[src/rtl/cam_stream_pkg.sv]
// Shared definitions for the CAM kernel p0 stream: op encoding, header bit positions, header layout.
// The CAM kernel's input decoder imports this package too, so both ends agree on the header format.
package cam_stream_pkg;

  typedef enum logic [1:0] {
    CAM_OP_LOAD   = 2'b01,
    CAM_OP_SEARCH = 2'b10
  } cam_op_e;

  localparam int COUNT_LSB = 512;
  localparam int LAST_BIT  = 517;
  localparam int OP_LSB    = 518;
  localparam int CNT_W     = 5;
  localparam int HDR_W     = 8;

  // The header occupies the top 8 bits of the word: {op, last, count}
  typedef struct packed {
    cam_op_e          op;
    logic             last;
    logic [CNT_W-1:0] count;
  } hdr_t;

  function automatic cam_op_e op_from_user(input logic user);
    return user ? CAM_OP_SEARCH : CAM_OP_LOAD;
  endfunction

endpackage

[src/rtl/cam_stream_out_reg.sv]
// Single-entry AXI-Stream output register holding one packed word; a new word can load while the old one drains.
// Data and valid are held while the consumer stalls; free_o tells the packer when a load is allowed.
module cam_stream_out_reg #(
  parameter int W = 520
) (
  input  logic         clk_i,
  input  logic         rst_ni,
  input  logic         load_i,
  input  logic [W-1:0] dat_i,
  input  logic         rdy_i,
  output logic         vld_o,
  output logic [W-1:0] dat_o,
  output logic         free_o
);

  logic         vld_q;
  logic [W-1:0] dat_q;

  assign free_o = !vld_q || rdy_i;
  assign vld_o  = vld_q;
  assign dat_o  = dat_q;

  always_ff @(posedge clk_i) begin
    if (!rst_ni) begin
      vld_q <= 1'b0;
      dat_q <= '0;
    end else if (load_i) begin
      vld_q <= 1'b1;
      dat_q <= dat_i;
    end else if (rdy_i) begin
      vld_q <= 1'b0;
    end
  end

endmodule

[src/rtl/cam_stream_packer.sv]
// Packs 32-bit LOAD/SEARCH vertex IDs into 520-bit CAM words; CAM_PACK_TIMEOUT_EN adds an idle flush of partial packs.
// Word valid one cycle after its last beat; s_TREADY drops while a completed pack waits for the output register.
module cam_stream_packer
  import cam_stream_pkg::*;
#(
  parameter int C_DATA_WIDTH   = 520,
  parameter int ELEM_WIDTH     = 32,
  parameter int LANES          = 16,
  parameter int TIMEOUT_CYCLES = 64
) (
  input  logic                    ap_clk,
  input  logic                    ap_rst_n,
  input  logic [ELEM_WIDTH-1:0]   s_TDATA,
  input  logic                    s_TVALID,
  output logic                    s_TREADY,
  input  logic                    s_TLAST,
  input  logic                    s_TUSER,
  output logic [C_DATA_WIDTH-1:0] p0_TDATA,
  output logic                    p0_TVALID,
  input  logic                    p0_TREADY
);

  localparam int IDX_W = $clog2(LANES);

  if (C_DATA_WIDTH != LANES * ELEM_WIDTH + HDR_W) begin : g_bad_width
    $error("cam_stream_packer: C_DATA_WIDTH must equal LANES*ELEM_WIDTH+8");
  end
  if (LANES >= (1 << CNT_W) || TIMEOUT_CYCLES < 1) begin : g_bad_cfg
    $error("cam_stream_packer: LANES must fit the count field and TIMEOUT_CYCLES must be positive");
  end

  logic [ELEM_WIDTH-1:0] lanes_q [LANES];
  logic [ELEM_WIDTH-1:0] lanes_d [LANES];
  logic [ELEM_WIDTH-1:0] lanes_nxt [LANES];
  logic [ELEM_WIDTH-1:0] word_lanes [LANES];
  logic [CNT_W-1:0]      count_q, count_d, cnt_nxt;
  cam_op_e               op_q, op_d, beat_op;
  logic                  last_q, last_d, pending_q, pending_d;
  logic                  mismatch, accept, out_free, out_load;
  hdr_t                  out_hdr;
  logic [C_DATA_WIDTH-1:0] out_word;

`ifdef CAM_PACK_TIMEOUT_EN
  localparam int IDLE_W = (TIMEOUT_CYCLES > 1) ? $clog2(TIMEOUT_CYCLES) : 1;
  logic [IDLE_W-1:0] idle_q, idle_d;
`endif

  assign beat_op  = op_from_user(s_TUSER);
  assign mismatch = (count_q != '0) && (beat_op != op_q);
  // A mismatched beat needs the output register for the pack it closes
  assign s_TREADY = ap_rst_n && !pending_q && !(s_TVALID && mismatch && !out_free);
  assign accept   = s_TVALID && s_TREADY;

  always_comb begin
    lanes_nxt = lanes_q;
    lanes_nxt[count_q[IDX_W-1:0]] = s_TDATA;
    cnt_nxt    = count_q + CNT_W'(1);
    lanes_d    = lanes_q;
    count_d    = count_q;
    op_d       = op_q;
    last_d     = last_q;
    pending_d  = pending_q;
    word_lanes = lanes_q;
    out_hdr    = '{op: op_q, last: last_q, count: count_q};
    out_load   = 1'b0;
`ifdef CAM_PACK_TIMEOUT_EN
    idle_d     = idle_q;
`endif
    if (pending_q) begin
      if (out_free) begin
        out_load  = 1'b1;
        pending_d = 1'b0;
        count_d   = '0;
        lanes_d   = '{default: '0};
      end
    end else if (accept) begin
`ifdef CAM_PACK_TIMEOUT_EN
      idle_d = '0;
`endif
      if (mismatch) begin
        out_load     = 1'b1;
        out_hdr.last = 1'b0;
        lanes_d      = '{default: '0};
        lanes_d[0]   = s_TDATA;
        count_d      = CNT_W'(1);
        op_d         = beat_op;
        last_d       = s_TLAST;
        pending_d    = s_TLAST;
      end else if (cnt_nxt == CNT_W'(LANES) || s_TLAST) begin
        if (out_free) begin
          out_load   = 1'b1;
          word_lanes = lanes_nxt;
          out_hdr    = '{op: beat_op, last: s_TLAST, count: cnt_nxt};
          count_d    = '0;
          lanes_d    = '{default: '0};
        end else begin
          lanes_d   = lanes_nxt;
          count_d   = cnt_nxt;
          op_d      = beat_op;
          last_d    = s_TLAST;
          pending_d = 1'b1;
        end
      end else begin
        lanes_d = lanes_nxt;
        count_d = cnt_nxt;
        op_d    = beat_op;
      end
    end
`ifdef CAM_PACK_TIMEOUT_EN
    else if (count_q != '0) begin
      if (idle_q == IDLE_W'(TIMEOUT_CYCLES - 1)) begin
        idle_d = '0;
        if (out_free) begin
          out_load     = 1'b1;
          out_hdr.last = 1'b0;
          count_d      = '0;
          lanes_d      = '{default: '0};
        end else begin
          last_d    = 1'b0;
          pending_d = 1'b1;
        end
      end else begin
        idle_d = idle_q + IDLE_W'(1);
      end
    end
`endif
  end

  always_comb begin
    out_word = '0;
    for (int i = 0; i < LANES; i++) out_word[i*ELEM_WIDTH +: ELEM_WIDTH] = word_lanes[i];
    out_word[C_DATA_WIDTH-1 -: HDR_W] = out_hdr;
  end

  always_ff @(posedge ap_clk) begin
    if (!ap_rst_n) begin
      lanes_q   <= '{default: '0};
      count_q   <= '0;
      op_q      <= CAM_OP_LOAD;
      last_q    <= 1'b0;
      pending_q <= 1'b0;
    end else begin
      lanes_q   <= lanes_d;
      count_q   <= count_d;
      op_q      <= op_d;
      last_q    <= last_d;
      pending_q <= pending_d;
    end
  end

`ifdef CAM_PACK_TIMEOUT_EN
  always_ff @(posedge ap_clk) begin
    if (!ap_rst_n) idle_q <= '0;
    else           idle_q <= idle_d;
  end
`endif

  cam_stream_out_reg #(.W(C_DATA_WIDTH)) u_out_reg (
    .clk_i  (ap_clk),
    .rst_ni (ap_rst_n),
    .load_i (out_load),
    .dat_i  (out_word),
    .rdy_i  (p0_TREADY),
    .vld_o  (p0_TVALID),
    .dat_o  (p0_TDATA),
    .free_o (out_free)
  );

endmodule
[config.mk]
export PLATFORM = sky130hd
export DESIGN_NAME = cam_stream_packer
export DESIGN_NICKNAME = d
export VERILOG_FILES = /design/src/rtl/cam_stream_pkg.sv /design/src/rtl/cam_stream_out_reg.sv /design/src/rtl/cam_stream_packer.sv
export SDC_FILE = /design/constraint.sdc
export NUM_CORES = 2
export LEC_CHECK = 0
export ABC_AREA = 1
export CORE_ASPECT_RATIO = 2
export CORE_UTILIZATION = 50
export CTS_BUF_LIST = sky130_fd_sc_hd__clkbuf_4 sky130_fd_sc_hd__clkbuf_8
export DETAILED_ROUTE_END_ITERATION = 8
export DONT_BUFFER_PORTS = 1
export GPL_TIMING_DRIVEN = 0
export SETUP_SLACK_MARGIN = 0.15
export SYNTH_ARGS = -nofsm -noshare
export SYNTH_HDL_FRONTEND = slang
export SYNTH_SLANG_ARGS = --single-unit
[constraint.sdc]
create_clock -name ap_clk -period 3.39 [get_ports ap_clk]
set_input_delay 1.017 -clock ap_clk [delete_from_list [all_inputs] [get_ports ap_clk]]
set_output_delay 1.017 -clock ap_clk [all_outputs]
set_load 0.01 [all_outputs]
# After elaboration in Yosys (flattened, before gate mapping)
# Index checks and enable logic that the tools add are counted.
# totals
register_bits	1042
elab_cells	98
inputBits	38
output_inout_bits	522
# op_classes
order_cmp	2
bitwise	2
n_eq_ne	5
muxes	46
n_reduce_logical	20
add_sub_neg	1
# op_table
op	n
512-bit two-way mux	11
512-bit bitwise mux	1
32-bit demux with 4-bit select	1
5-bit two-way mux	7
32-bit two-way mux	1
8-bit two-way mux	4
1-bit two-way mux	16
2-bit two-way mux	5
1-bit logical AND	7
2-bit nonzero test	3
5-bit by 1-bit adder with 5-bit output, second input constant	1
5-bit equality test, second input constant	1
5-bit >= comparator, second input constant	1
5-bit by 1-bit < comparator with 1-bit output, second input constant	1
4-bit NOT with 5-bit output	1
5-bit nonzero test	1
1-bit zero test	4
4-bit AND reduction	1
3-bit inequality test, second input constant	1
3-bit AND reduction	1
1-bit logical OR	2
2-bit by 1-bit inequality test with 1-bit output, second input constant	1
2-bit inequality test	1
2-bit inequality test, second input constant	1
2 further kinds	2

# Depth between registers and ports, before layout
# depth
depth_word	11
mapped_depth	17
ltp_nobuf	15

# Modules after synthesis
# A second synthesis with hierarchy kept.
# hier_totals
hier_cells	7818
area_unflattened_um2	51745.9
# by_module_without_submodules
module	instances	area_each_um2	seq_area_each_um2	cells_each
cam_stream_packer	1	33692.3	10430.0	5559
cam_stream_out_reg	1	18053.6	10430.0	2259

# Worst setup path after synthesis
# OpenSTA, ideal clock, no wires.
# synth_timing
path_type	input to output
start	input p0_TREADY
end	output s_TREADY
slack_ns	0.904
stages	6
arrival_ns	1.469
required_time_ns	2.373
path_cell_list	inv_1 nand2_1 nor2_1 nand3_2 nand2_1 inv_1
# synth_between
elab_chain_cells	5
# synth_rtl
item	line_no	rtl
from (decl)	cam_stream_packer.sv:20	input logic p0_TREADY
1-bit logical OR	cam_stream_out_reg.sv:19	assign free_o = !vld_q || rdy_i;
1-bit zero test	cam_stream_packer.sv:51	assign s_TREADY = ap_rst_n && !pending_q && !(s_TVALID && mismatch && !out_free);
1-bit logical AND	cam_stream_packer.sv:51	
1-bit zero test	cam_stream_packer.sv:51	
1-bit logical AND	cam_stream_packer.sv:51	
to (decl)	cam_stream_packer.sv:15	output logic s_TREADY,
# Every way passes these cells.

# Worst setup path after layout
# layout_timing
start	register u_out_reg.vld_q, in the netlist u_out_reg.vld_o
end	register u_out_reg.dat_q[501], in the netlist u_out_reg.dat_o[501]
# layout_between
elab_chain_cells	9
elab_cells_between_ends	17
# layout_rtl
item	line_no	rtl
from (decl)	cam_stream_out_reg.sv:16	logic vld_q;
from (signal assigned)	cam_stream_out_reg.sv:25	vld_q <= 1'b0;
from (signal assigned)	cam_stream_out_reg.sv:28	vld_q <= 1'b1;
from (signal assigned)	cam_stream_out_reg.sv:31	vld_q <= 1'b0;
1-bit zero test *	cam_stream_out_reg.sv:19	
1-bit logical OR *	cam_stream_out_reg.sv:19	
1-bit zero test	cam_stream_packer.sv:51	
1-bit logical AND	cam_stream_packer.sv:51	
1-bit zero test	cam_stream_packer.sv:51	
1-bit logical AND	cam_stream_packer.sv:51	
1-bit logical AND	cam_stream_packer.sv:52	assign accept = s_TVALID && s_TREADY;
512-bit two-way mux or 1-bit two-way mux (tied branches)	cam_stream_packer.sv:76	end else if (accept) begin
512-bit two-way mux or 1-bit two-way mux (tied branches)	cam_stream_packer.sv:69	if (pending_q) begin
to (signal assigned)	cam_stream_out_reg.sv:29	dat_q <= dat_i;
to (decl)	cam_stream_out_reg.sv:17	logic [W-1:0] dat_q;
# Mark *: on every way between the ends. The rest lies on a longest branch, timed or not.
# A chain may end at the register's enable or synchronous reset.

==> impl_results.rst <==
.. list-table::
   :header-rows: 1

   * - Metric
     - Value
   * - Depth of the most critical reg-to-reg path
     - 9
   * - Number of different library cells in the post-synthesis netlist
     - 30
   * - EDFF count, synth
     - 0
   * - Cell types with the largest area share after synthesis
     - dfxtp_1 41%, nand2_1 19%, a21oi_1 8.6%, o21ai_0 7.0%, nand3_1 6.3%
   * - WHS
     - between 0.2 and 0.25 ns
   * - Run status
     - complete, but fails checks
   * - Post-synthesis instance area
     - about 50000 µm²
   * - Class of the tightest hold or removal check
     - in -> reg
   * - Via count normalized by instance count
     - about 5.8
   * - Fraction of final layout cells sized beyond drive strength 1
     - between 7 and 8%
   * - Net Count, Synth
     - 8004
   * - RePlAce Congestion
     - approximately 1.0
   * - Measured slew at the worst slew-check pin
     - 1.51 ns
   * - Antenna violations before repair
     - 42
   * - # IOs
     - 560
   * - Worst min-delay path startpoint
     - s_TLAST
   * - Overall fraction of global-route tracks in use
     - 45.7%
   * - List of most frequent post-synthesis cells
     - 2577 x nand2_1, 1042 x dfxtp_1, 864 x a21oi_1, 820 x nor2_1, 703 x o21ai_0
   * - Hold-fix buffers, CTS
     - 0
   * - Drt first-iter violations
     - approximately 6400
   * - Fraction of the yosys area taken by sequential cells
     - between 40% and 50%
   * - Post-Syn Instances
     - 7961
   * - Fin crit period
     - 3.26 ns
   * - Source-to-sink clock delay at the later pin of the worst-skew pair
     - about 0.92 ns
   * - Hold endpoint
     - last_q
   * - CTS clk-pin slew, worst paths
     - 0.07 ns
   * - Power Dens Cells
     - a little under 500 nW/µm²
   * - Drt first pass iters
     - 9
   * - DP Area
     - ~52000 µm²
   * - Crit path launch type
     - flip-flop
   * - X dimension of the die
     - 226 µm
   * - Endpoint of the worst register-to-register path
     - u_out_reg.dat_o[501]
   * - Power share of the clock group
     - a little over two fifths
   * - Most instantiated library cell after synthesis
     - nand2_1
   * - Rows
     - 164
   * - Final clock period utilization by the worst path
     - 96.2%
   * - Startpoint-to-endpoint class of the critical path
     - reg -> reg
   * - Wire length of the first global-routing pass
     - 339000 µm
   * - Largest net degree at the start of global routing
     - 17
   * - Die Footprint
     - approximately 100000 µm²
   * - Root buffer selected by CTS
     - clkbuf_8
   * - Top-area cell type share of the netlist area
     - about two fifths
   * - CTS tree
     - yes
   * - CTS Buffer Depth
     - 3
   * - Delay of the slowest cell on the worst path
     - roughly 0.87 ns
   * - Required time reported for the critical path endpoint
     - approximately 4.2 ns
   * - Total core area
     - ~100000 µm²
   * - LEAKAGE
     - 21.8 nW
   * - Total Nets Final
     - approximately 8000
   * - Worst reg-to-reg setup slack
     - 0.13 ns
   * - Count of port buffers added during placement
     - 0
   * - Num CTS Buffers
     - 152
   * - Switching share of power
     - between 20% and 30%
   * - Average detailed-routed wire length per instance
     - 24.6 µm
   * - Post-route DRC
     - 0
   * - Violated checks
     - capacitance limit, slew limit
   * - Cell Chain, Critical Path
     - nand2_1 > inv_1 > nor2_1 > inv_1 > buf_2 > clkbuf_1 > clkbuf_1 > nand3_1 > a21oi_1
   * - Highest Clock Rate
     - a little over 300 MHz
   * - Cell depth of the worst hold path
     - 2
   * - Number of nets with antenna violations after detailed routing
     - 0
   * - Worst supply voltage drop on vdd
     - 0.000406 V
   * - Number of sinks on the clock net
     - roughly 1000
   * - Final hold vios
     - 0
   * - Int Pwr
     - between 15 and 20 mW
   * - Effective utilization at floorplan
     - between 50% and 60%
   * - Clk_skew
     - about 0.035 ns
   * - Logic gate share of total power
     - 10.8%
   * - Total setup violations reported at the end of the flow
     - 0
   * - Library cell occupying the most area in the post-synthesis netlist
     - dfxtp_1
   * - Most common flop cell mapped by yosys
     - dfxtp_1
   * - Worst path slowest cell
     - clkbuf_1
   * - FF+latch count, synth
     - ~1000
   * - Synth async-reset ratio
     - 0%
   * - Final HPWL from detailed placement
     - ~170000 µm
   * - Number of global-route vias before repair
     - slightly above 50000
   * - Share of power burned in registers
     - 47.1%
   * - MaxCap Viol Count
     - 1
   * - Final standard cell area without fillers
     - between 50000 and 60000 µm²
   * - Congestion Overflow GR
     - 0
   * - Relative slew margins
     - -0.495%
   * - Launch point of the worst reg-to-reg path
     - u_out_reg.vld_o
   * - Htree depth
     - 4
   * - Die H
     - 451 µm
   * - Routed WL
     - around 240000 µm
   * - Critical-path maximum fanout
     - 10
   * - Setup repair after global routing missed its margin
     - no
   * - Critical path endpoint category
     - flip-flop
   * - Net Sw Power
     - a little over 8 mW
   * - Signed area change from the synthesized netlist to the final layout
     - 11.0%
   * - Total of warnings raised by yosys
     - 0
   * - Detailed-route via count
     - roughly 56000
   * - Crit path DAT
     - slightly above 4 ns
   * - Aggregate negative setup slack
     - 0 ns
   * - Count of final max-slew check failures
     - 10
   * - Mean cell area of the mapped netlist
     - 6.32 µm²
cell type report:
cell class                      count  area, µm²
Inverter                          487       1830
Tap cell                         1328       1660
Multi-Input combinational cell   5762      24800
Clock buffer                      240       3030
Timing Repair Buffer               10        153
Sequential cell                  1042      20900
Buffer                            670       2990
Fill cell                       10300      43900
Antenna cell                       95        238
Clock inverter                     31        325
registers in the layout (all words and copies together), names as in the netlist:
register / count
u_out_reg.dat_o: 520
lanes_q: 512
count_q: 5
op_q: 2
last_q: 1
pending_q: 1
u_out_reg.vld_o: 1
worst max-delay path, delay by kind of cell, from the launching register on:
family / cells / cell delay (ns)
and+or+nand+nor: 3 / 0.42
DFF: 1 / 0.39
AOI/OAI and AO/OA: 1 / 0.16
buffers and inverters: 5 / 2.20
how the worst max path moves through the flow:
stage	startpoint	endpoint	cells past startpoint
5_1_grt	count_q[1]	u_out_reg.dat_o[256]	15
6_report	u_out_reg.vld_o	u_out_reg.dat_o[501]	9
3_5_place_dp	p0_TREADY	u_out_reg.dat_o[289]	10
2_1_floorplan	p0_TREADY	s_TREADY	6
3_3_place_gp	s_TDATA[22]	u_out_reg.dat_o[214]	7
4_1_cts	count_q[0]	u_out_reg.dat_o[284]	14
stage by stage:
step | total power, mW | std cells | util (%) | setup WS [ns]
2_1_floorplan | 14.6 | 7961 | - | 0.904
3_3_place_gp | 15.9 | 9289 | 52.2 | -0.754
3_5_place_dp | 15.9 | 9293 | 52.3 | -0.552
4_1_cts | 27.2 | 9568 | 55.7 | 0.154
5_1_grt | 27.9 | 9626 | 55.9 | 0.144
6_report | 27.3 | 9665 | 56.0 | 0.130
cells by family (layout without fill, tap and decap cells):
logic type,after synthesis,after routing,share of synthesized area [%]
AOI/OAI and AO/OA,1674,1674,16.7
xor gates and xnor gates,1,1,0.0174
adders and majority gates,5,5,0.124
buffers and inverters,1157,1438,9.44
DFF,1042,1042,41.4
other,0,95,0
and+or+nand+nor,4082,4082,32.3
per-layer routing:
layer	global-route usage (%)	vias up	share of wire, %
met5	0	-	0.023
met4	43.4	8	10
met3	13.8	953	11
met2	70.1	3359	44
met1	49.6	25800	34
li1	-	25900	-
power groups by stage:
stage	registers [mW]	clock network [mW]	logic (mW)
after floorplan	13.0	0	1.60
after global placement	13.1	0	2.77
after detailed placement	13.1	0	2.80
after CTS	12.9	11.5	2.82
after global routing	12.9	12.0	3.07
final	12.9	11.5	2.95
cell usage in the layout (no fill, tap or decap), types with 53 or more instances in the layout:
cell,count
a21oi_1,864
o21ai_1,78
nand3_1,637
clkbuf_8,197
nor2_1,818
clkbuf_2,53
inv_1,476
dfxtp_1,1040
clkbuf_1,396
o21ai_0,703
buf_2,159
diode_2,95
nand2_1,2576
timing repair:
action                     in CTS  in global routing
resized for setup              19                 33
setup buffers                   4                  2
setup endpoints to repair     842                510
pin swaps                       1                  2
Note: power is estimated with default switching activity, not from simulation.
